`src/rtl/alu_share_arbiter.sv`:
```
// Two-requester front end for one shared combinational ALU.
// Round-robin arbitration on ties, and one operation in flight at a time.
// A grant latches the winner's operands onto the ALU drive registers (EXEC).
// The ALU result is captured one cycle later (DONE).
module alu_share_arbiter #(
    parameter int unsigned RR_INIT = 0
) (
    input  logic        clk,
    input  logic        rst,
    input  logic        req0,
    input  logic        req1,
    input  logic [31:0] a0,
    input  logic [31:0] b0,
    input  logic [31:0] a1,
    input  logic [31:0] b1,
    input  logic [2:0]  op0,
    input  logic [2:0]  op1,
    input  logic        right0,
    input  logic        right1,
    input  logic        sign0,
    input  logic        sign1,
    output logic        ack0,
    output logic        ack1,
    output logic        done0,
    output logic        done1,
    output logic [31:0] res_out,
    output logic        zero_out,
    output logic        ovf_out,
    output logic [31:0] alu_a,
    output logic [31:0] alu_b,
    output logic [2:0]  alu_op,
    output logic        alu_right,
    output logic        alu_sign,
    input  logic [31:0] alu_res,
    input  logic        alu_zero
);

    typedef enum logic [1:0] {StIdle, StExec, StDone} state_t;

    // last_grant starts at the other requester so RR_INIT wins the first tie
    localparam logic LastInit = (RR_INIT == 0) ? 1'b1 : 1'b0;

    state_t state;
    logic   owner;
    logic   last_grant;
    logic   any_req;
    logic   grant1;
    logic   ovf;

    // Arbitration: a lone requester wins; on a tie, the one not granted last wins
    always_comb begin
        any_req = req0 | req1;
        grant1  = req1 & (~req0 | ~last_grant);
    end

    // Signed overflow of ADD/SUB, judged from the operands held on the ALU drive
    always_comb begin
        ovf = 1'b0;
        if (alu_sign) begin
            case (alu_op)
                3'b010:  ovf = (alu_a[31] == alu_b[31]) && (alu_res[31] != alu_a[31]);
                3'b110:  ovf = (alu_a[31] != alu_b[31]) && (alu_res[31] != alu_a[31]);
                default: ovf = 1'b0;
            endcase
        end
    end

    // Control FSM with registered handshake pulses, ALU drive and result capture
    always_ff @(posedge clk or posedge rst) begin
        if (rst) begin
            state      <= StIdle;
            owner      <= 1'b0;
            last_grant <= LastInit;
            ack0       <= 1'b0;
            ack1       <= 1'b0;
            done0      <= 1'b0;
            done1      <= 1'b0;
            res_out    <= 32'd0;
            zero_out   <= 1'b0;
            ovf_out    <= 1'b0;
            alu_a      <= 32'd0;
            alu_b      <= 32'd0;
            alu_op     <= 3'b000;
            alu_right  <= 1'b0;
            alu_sign   <= 1'b0;
        end else begin
            // Pulses are high for exactly one cycle
            ack0  <= 1'b0;
            ack1  <= 1'b0;
            done0 <= 1'b0;
            done1 <= 1'b0;
            case (state)
                StIdle: begin
                    if (any_req) begin
                        state     <= StExec;
                        owner     <= grant1;
                        ack0      <= ~grant1;
                        ack1      <= grant1;
                        if (req0 && req1) begin
                            last_grant <= grant1;
                        end
                        alu_a     <= grant1 ? a1 : a0;
                        alu_b     <= grant1 ? b1 : b0;
                        alu_op    <= grant1 ? op1 : op0;
                        alu_right <= grant1 ? right1 : right0;
                        alu_sign  <= grant1 ? sign1 : sign0;
                    end
                end
                StExec: begin
                    state    <= StDone;
                    res_out  <= alu_res;
                    zero_out <= alu_zero;
                    ovf_out  <= ovf;
                    done0    <= ~owner;
                    done1    <= owner;
                end
                StDone: begin
                    state <= StIdle;
                end
                default: begin
                    state <= StIdle;
                end
            endcase
        end
    end

endmodule

```
`config.mk`:
```
export PLATFORM = sky130hd
export DESIGN_NAME = alu_share_arbiter
export DESIGN_NICKNAME = d
export VERILOG_FILES = /design/src/rtl/alu_share_arbiter.sv
export SDC_FILE = /design/constraint.sdc
export NUM_CORES = 1
export LEC_CHECK = 0
export BUFFER_PORTS_ARGS = -buffer_cell sky130_fd_sc_hd__buf_4
export CAP_MARGIN = 20
export CORE_AREA = 2 2 111 113
export CTS_CLUSTER_SIZE = 10
export DETAILED_ROUTE_END_ITERATION = 8
export DIE_AREA = 0 0 113 115
export HOLD_SLACK_MARGIN = 0.03
export PLACE_DENSITY = 0.77
export SLEW_MARGIN = 20
export SYNTH_ARGS = -nofsm -noshare
export SYNTH_HDL_FRONTEND = slang
export SYNTH_SLANG_ARGS = --single-unit
export TNS_END_PERCENT = 50
```
`constraint.sdc`:
```
create_clock -name clk -period 5.6 [get_ports clk]
set_clock_uncertainty 0.05 [all_clocks]
set_input_delay 0.56 -clock clk [delete_from_list [all_inputs] [get_ports clk]]
set_output_delay 0.56 -clock clk [all_outputs]
set_load 0.05 [all_outputs]
```
---- Word level (Yosys, flattened, before mapping) ----
Cells that the tools add are included.
word-level totals
  flip-flop bits (word level) ............. 111
  input bits .............................. 175
cells by class
  equal/unequal tests ..................... 7
  mux-type cells .......................... 15
  bitwise operators ....................... 7
  reductions and logical operators ........ 6
operators with widths
  cell                count
  $mux 32             2
  $mux 1              9
  $not 1->1           4
  $pmux 2 s2          1
  $eq 3x2->1 const B  1
  $eq 3x3->1 const B  1
  $logic_and 1x1->1   3
  $mux 3              1
  $reduce_and 3->1    1
  $eq 2x1->1 const B  1
  $logic_not 2->1     1
  $mux 2              1
  $ne 1x1->1          2
  $ne 2x2->1 const B  1
  $or 1x1->1          2
  $pmux 1 s2          1
  $reduce_and 2->1    1
  $and 1x1->1         1
  $eq 1x1->1          1

---- Depth between registers and ports, before layout ----
  depth in word-level cells ............... 6
  depth in mapped cells ................... 6

---- Least setup slack after synthesis ----
Ideal clock, no wire load.
  path type ............................... input -> register
  start point ............................. in req0
  end point ............................... reg alu_a[31]
  setup time .............................. 0.076 ns
  data arrival time ....................... 1.358 ns
  data required time ...................... 5.474 ns
  setup slack ............................. 4.116 ns
  stages on the path ...................... 5
  path buffers ............................ 2
  cell sequence ........................... buf_6 > nor2_1 > clkbuf_1 > o21ai_0 > o21ai_1
on the way
  cells in the longest elaborated chain, start to end .. 4
  elaborated cells on any way between the ends .. 6
  those cells by class .................... mux: 1; bitwise: 4; reduce/logical: 1
RTL lines
  element               line  RTL
  start, declared       10    input logic req0,
  $not 1->1             53    grant1 = req1 & (~req0 | ~last_grant);
  $or 1x1->1            53
  $and 1x1->1           53
  $mux 32               102   alu_a <= grant1 ? a1 : a0;
  end signal, assigned  102
  end, declared         29    output logic [31:0] alu_a,
Parallel ways exist; a longest one is shown, timed or not.
A chain may end at the register's enable or synchronous reset.

---- Final worst setup path ----
  start point ............................. in req0
  end point ............................... reg alu_sign
on the way
  cells in the longest elaborated chain, start to end .. 4
  elaborated cells on any way between the ends .. 6
  those cells by class .................... mux: 1; bitwise: 4; reduce/logical: 1
RTL lines
  element               line  RTL
  $not 1->1             53
  $or 1x1->1            53
  $and 1x1->1           53
  $mux 1                106   alu_sign <= grant1 ? sign1 : sign0;
  end signal, assigned  106
  end, declared         33    output logic alu_sign,
Parallel ways exist; a longest one is shown, timed or not.

==> results.sh <==
export IMPL_result_of_the_run="finished, violations left"
export IMPL_grt_pass1_wl_mm=22.9
export IMPL_cts_buffers_inserted=9
export IMPL_final_hold_viol_count=0
export IMPL_synthXorXnorAreaFrac_pct=0.715
export IMPL_post_cts_setup_buffers=0
export IMPL_floorplan_rows=40
export IMPL_post_dp_hpwl_mm=11.0
export IMPL_grt_setup_unrepaired="false"
export IMPL_final_max_slew_viol_count=0
export IMPL_post_synth_main_area_contributors="sky130_fd_sc_hd__dfrtp_1, sky130_fd_sc_hd__mux2i_1, sky130_fd_sc_hd__nand2_1"
export IMPL_post_synth_num_cell_types=28
export IMPL_fin_area_mm2=0.00738
export IMPL_fp_dieW_um=113
export IMPL_cts_tree="done"
export IMPL_portBuffers=281
export IMPL_worst_setup_path_type="in2reg"
export IMPL_grt_max_degree=73
export IMPL_min_path_type="in2async"
export IMPL_post_synth_instance_area_mm2=0.00490
export IMPL_worst_rel_slew_slack_pct=39.5
export IMPL_ir_drop_mv=0.344
export IMPL_synth_area_per_cell_um2=10.2
export IMPL_ff_latch_area_mm2=0.00278
export IMPL_violations="design-rule violations"
export IMPL_routed_via_count=4569
export IMPL_clk_latency_worst_skew_pair_ns=0.34
export IMPL_dr_first_iter_drc_count=359
export IMPL_cts_buffer_depth=2
export IMPL_first_global_vias=4487
export IMPL_ys_warn_count=0
export IMPL_drt_first_pass_iters=6
export IMPL_flow_area_growth_from_synthesis_pct=50.7
export IMPL_post_route_drc_violation_count=18
export IMPL_floorplan_die_height_um=115
export IMPL_via_per_inst=5.13
export IMPL_drive_above_1_share_pct=41.5
export IMPL_postPlaceCellArea_mm2=0.00702
export IMPL_grt_overflow_total=0
export IMPL_final_core_utilization_pct=62.5
export IMPL_synth_compound_area_share_pct=14.8
export IMPL_place_congestion=0.827
export IMPL_detail_route_antenna_nets=0
export IMPL_worst_pin_slew_ns=0.908
export IMPL_critPathRequiredTime_ns=5.75
export IMPL_syn_inst=479
export IMPL_critPathArrivalTime_ns=2.66
export IMPL_synth_seq_area_share_pct=56.7
export IMPL_cts_hold_buffers_added=0
export IMPL_drv_cap=0
export IMPL_die_area_mm2=0.0130
export IMPL_fillers=979
export IMPL_layoutNonFillerInstCount=890
export IMPL_antenna_found_initial=0
export IMPL_cp_max_fo=41
export IMPL_boundaryPins=282
export IMPL_nNetsFinal=913
export IMPL_synth_top_family_by_area="compound AO/OA/AOI/OAI gates"
export IMPL_synth_area_leader_cell="sky130_fd_sc_hd__dfrtp_1"
export IMPL_post_synth_and_or_nand_nor_area_fraction_pct=10.2
export IMPL_period_needed_ns=2.51
export IMPL_finalSetupViolCount=0
export IMPL_floorplan_initialDensity_pct=41.5
export IMPL_post_cts_resized_instances=0
export IMPL_cts_htree_levels=3
export IMPL_synth_fa_ha_area_share_pct=0
export IMPL_antenna_diode_count=0
export IMPL_synth_top_area_share_pct=56.2
export IMPL_timing_fmax_mhz=399
export IMPL_timing_setup_tns_ns=0
export IMPL_ys_ff_latch=111
export IMPL_gr_usage_all_layers_pct=22.4
export IMPL_worst_setup_path_end_kind="flip-flop"
export IMPL_cts_sink_count=111
export IMPL_category_of_the_worst_setup_path_launch_point="input port"
export IMPL_power_per_cell_area_mw_per_mm2=692
export IMPL_multi_input_comb_area_mm2=0.00191
export IMPL_core_area_mm2=0.0118
export IMPL_fin_crit_sh_pct=44.8
export IMPL_placedCellCount=873
export IMPL_synth_area_mux_share_pct=12.7
export IMPL_cts_reportedPaths_clkPinSlew_ns=0.07
export IMPL_p_leak_nw=3.79
export IMPL_wirelength_mm=15.1
export IMPL_synth_nets=654
export IMPL_detail_route_wl_per_cell_um=17.0
export IMPL_cts_root_buffer_cell="sky130_fd_sc_hd__clkbuf_16"
final timing paths:
kind | startpoint | endpoint | slack [ns] | cells past startpoint
min in group clk | alu_res[11] | res_out[11] | 0.35 | 3
max | req0 | alu_sign | 3.09 | 5
max in group asynchronous | rst | alu_a[19] | 3.99 | 3
max reg2reg | last_grant | alu_sign | 3.11 | 4
min | rst | alu_b[1] | 0.19 | 2
min reg2reg | owner | done0 | 0.41 | 1
cell usage in the layout, fill, tap and decap left out, types with 3 or more instances in the layout:
| master | synthesis | layout |
|---|---|---|
| sky130_fd_sc_hd__mux2i_1 | 62 | 62 |
| sky130_fd_sc_hd__o21ai_1 | 59 | 59 |
| sky130_fd_sc_hd__nor3_1 | 7 | 7 |
| sky130_fd_sc_hd__clkbuf_16 | 0 | 9 |
| sky130_fd_sc_hd__nor2_1 | 4 | 3 |
| sky130_fd_sc_hd__o21ai_0 | 65 | 65 |
| sky130_fd_sc_hd__dfrtp_1 | 110 | 110 |
| sky130_fd_sc_hd__nand2_1 | 108 | 108 |
| sky130_fd_sc_hd__buf_4 | 0 | 285 |
| sky130_fd_sc_hd__a221o_1 | 7 | 7 |
power breakdown:
| group | switching, mW | total, mW | internal, mW |
|---|---|---|---|
| registers | 0.224 | 1.42 | 1.20 |
| clock network | 0.294 | 0.711 | 0.417 |
| logic | 2.10 | 2.98 | 0.874 |
| total | 2.62 | 5.11 | 2.49 |
synth_stat cells, drive strengths merged:
master    n
o21ai   125
dfrtp   110
nand2   108
mux2i    62
clkbuf   22
buf      16
a221o     7
nor3      7
nor2      4
and3      2
inv       2
xnor2     2
xor2      2
a21boi    1
a21o      1
and2      1
clkinv    1
dfstp     1
nand2b    1
nand4b    1
nor2b     1
o31ai     1
or2       1
layer usage:
layer | wire, um | track usage, % | vias up | share of wire (%)
met5 | 0 | 0 | - | 0
li1 | - | - | 2159 | -
met4 | 353 | 8.13 | 0 | 2.3
met1 | 5750 | 27.2 | 2162 | 38
met3 | 1340 | 5.48 | 26 | 8.9
met2 | 7660 | 39.1 | 222 | 51
cells by family (layout without fill, tap and decap cells):
family,Yosys count,after routing
AO/OA/AOI/OAI,135,135
XOR/XNOR,4,4
buffers and inverters,41,305
flip-flops,111,111
multiplexers,62,62
AND/OR/NAND/NOR,126,126
critical path: stages:
cell and delay [ns]:
sky130_fd_sc_hd__buf_4 0.18, sky130_fd_sc_hd__a21boi_4 0.74, sky130_fd_sc_hd__buf_4 0.69, sky130_fd_sc_hd__mux2i_1 0.33
sky130_fd_sc_hd__o21ai_1 0.09
flip-flops by register name, indices dropped and copies added (netlist names):
signal,cells
owner,1
alu_right,1
ack0,1
state,2
alu_b,32
zero_out,1
res_out,32
alu_a,32
ovf_out,1
ack1,1
done0,1
done1,1
alu_sign,1
alu_op,3
last_grant,1
metrics by stage:
stage	setup WS [ns]	hold slack [ns]	power [mW]
floorplan	2.06	0.368	3.48
global placement	2.90	0.382	4.36
detailed placement	2.74	0.407	4.43
CTS	3.10	0.215	5.14
global route	2.98	0.230	5.36
finish	3.09	0.191	5.11
cell type report:
cell class | count | share of cell area [%]
Tap cell | 147 | 2.49
Inverter | 3 | 0.186
Clock inverter | 5 | 1.07
Sequential cell | 111 | 37.6
Clock buffer | 11 | 3.42
Multi-Input combinational cell | 327 | 25.8
Timing Repair Buffer | 286 | 29.4
Note: power is estimated with default switching activity, not from simulation.
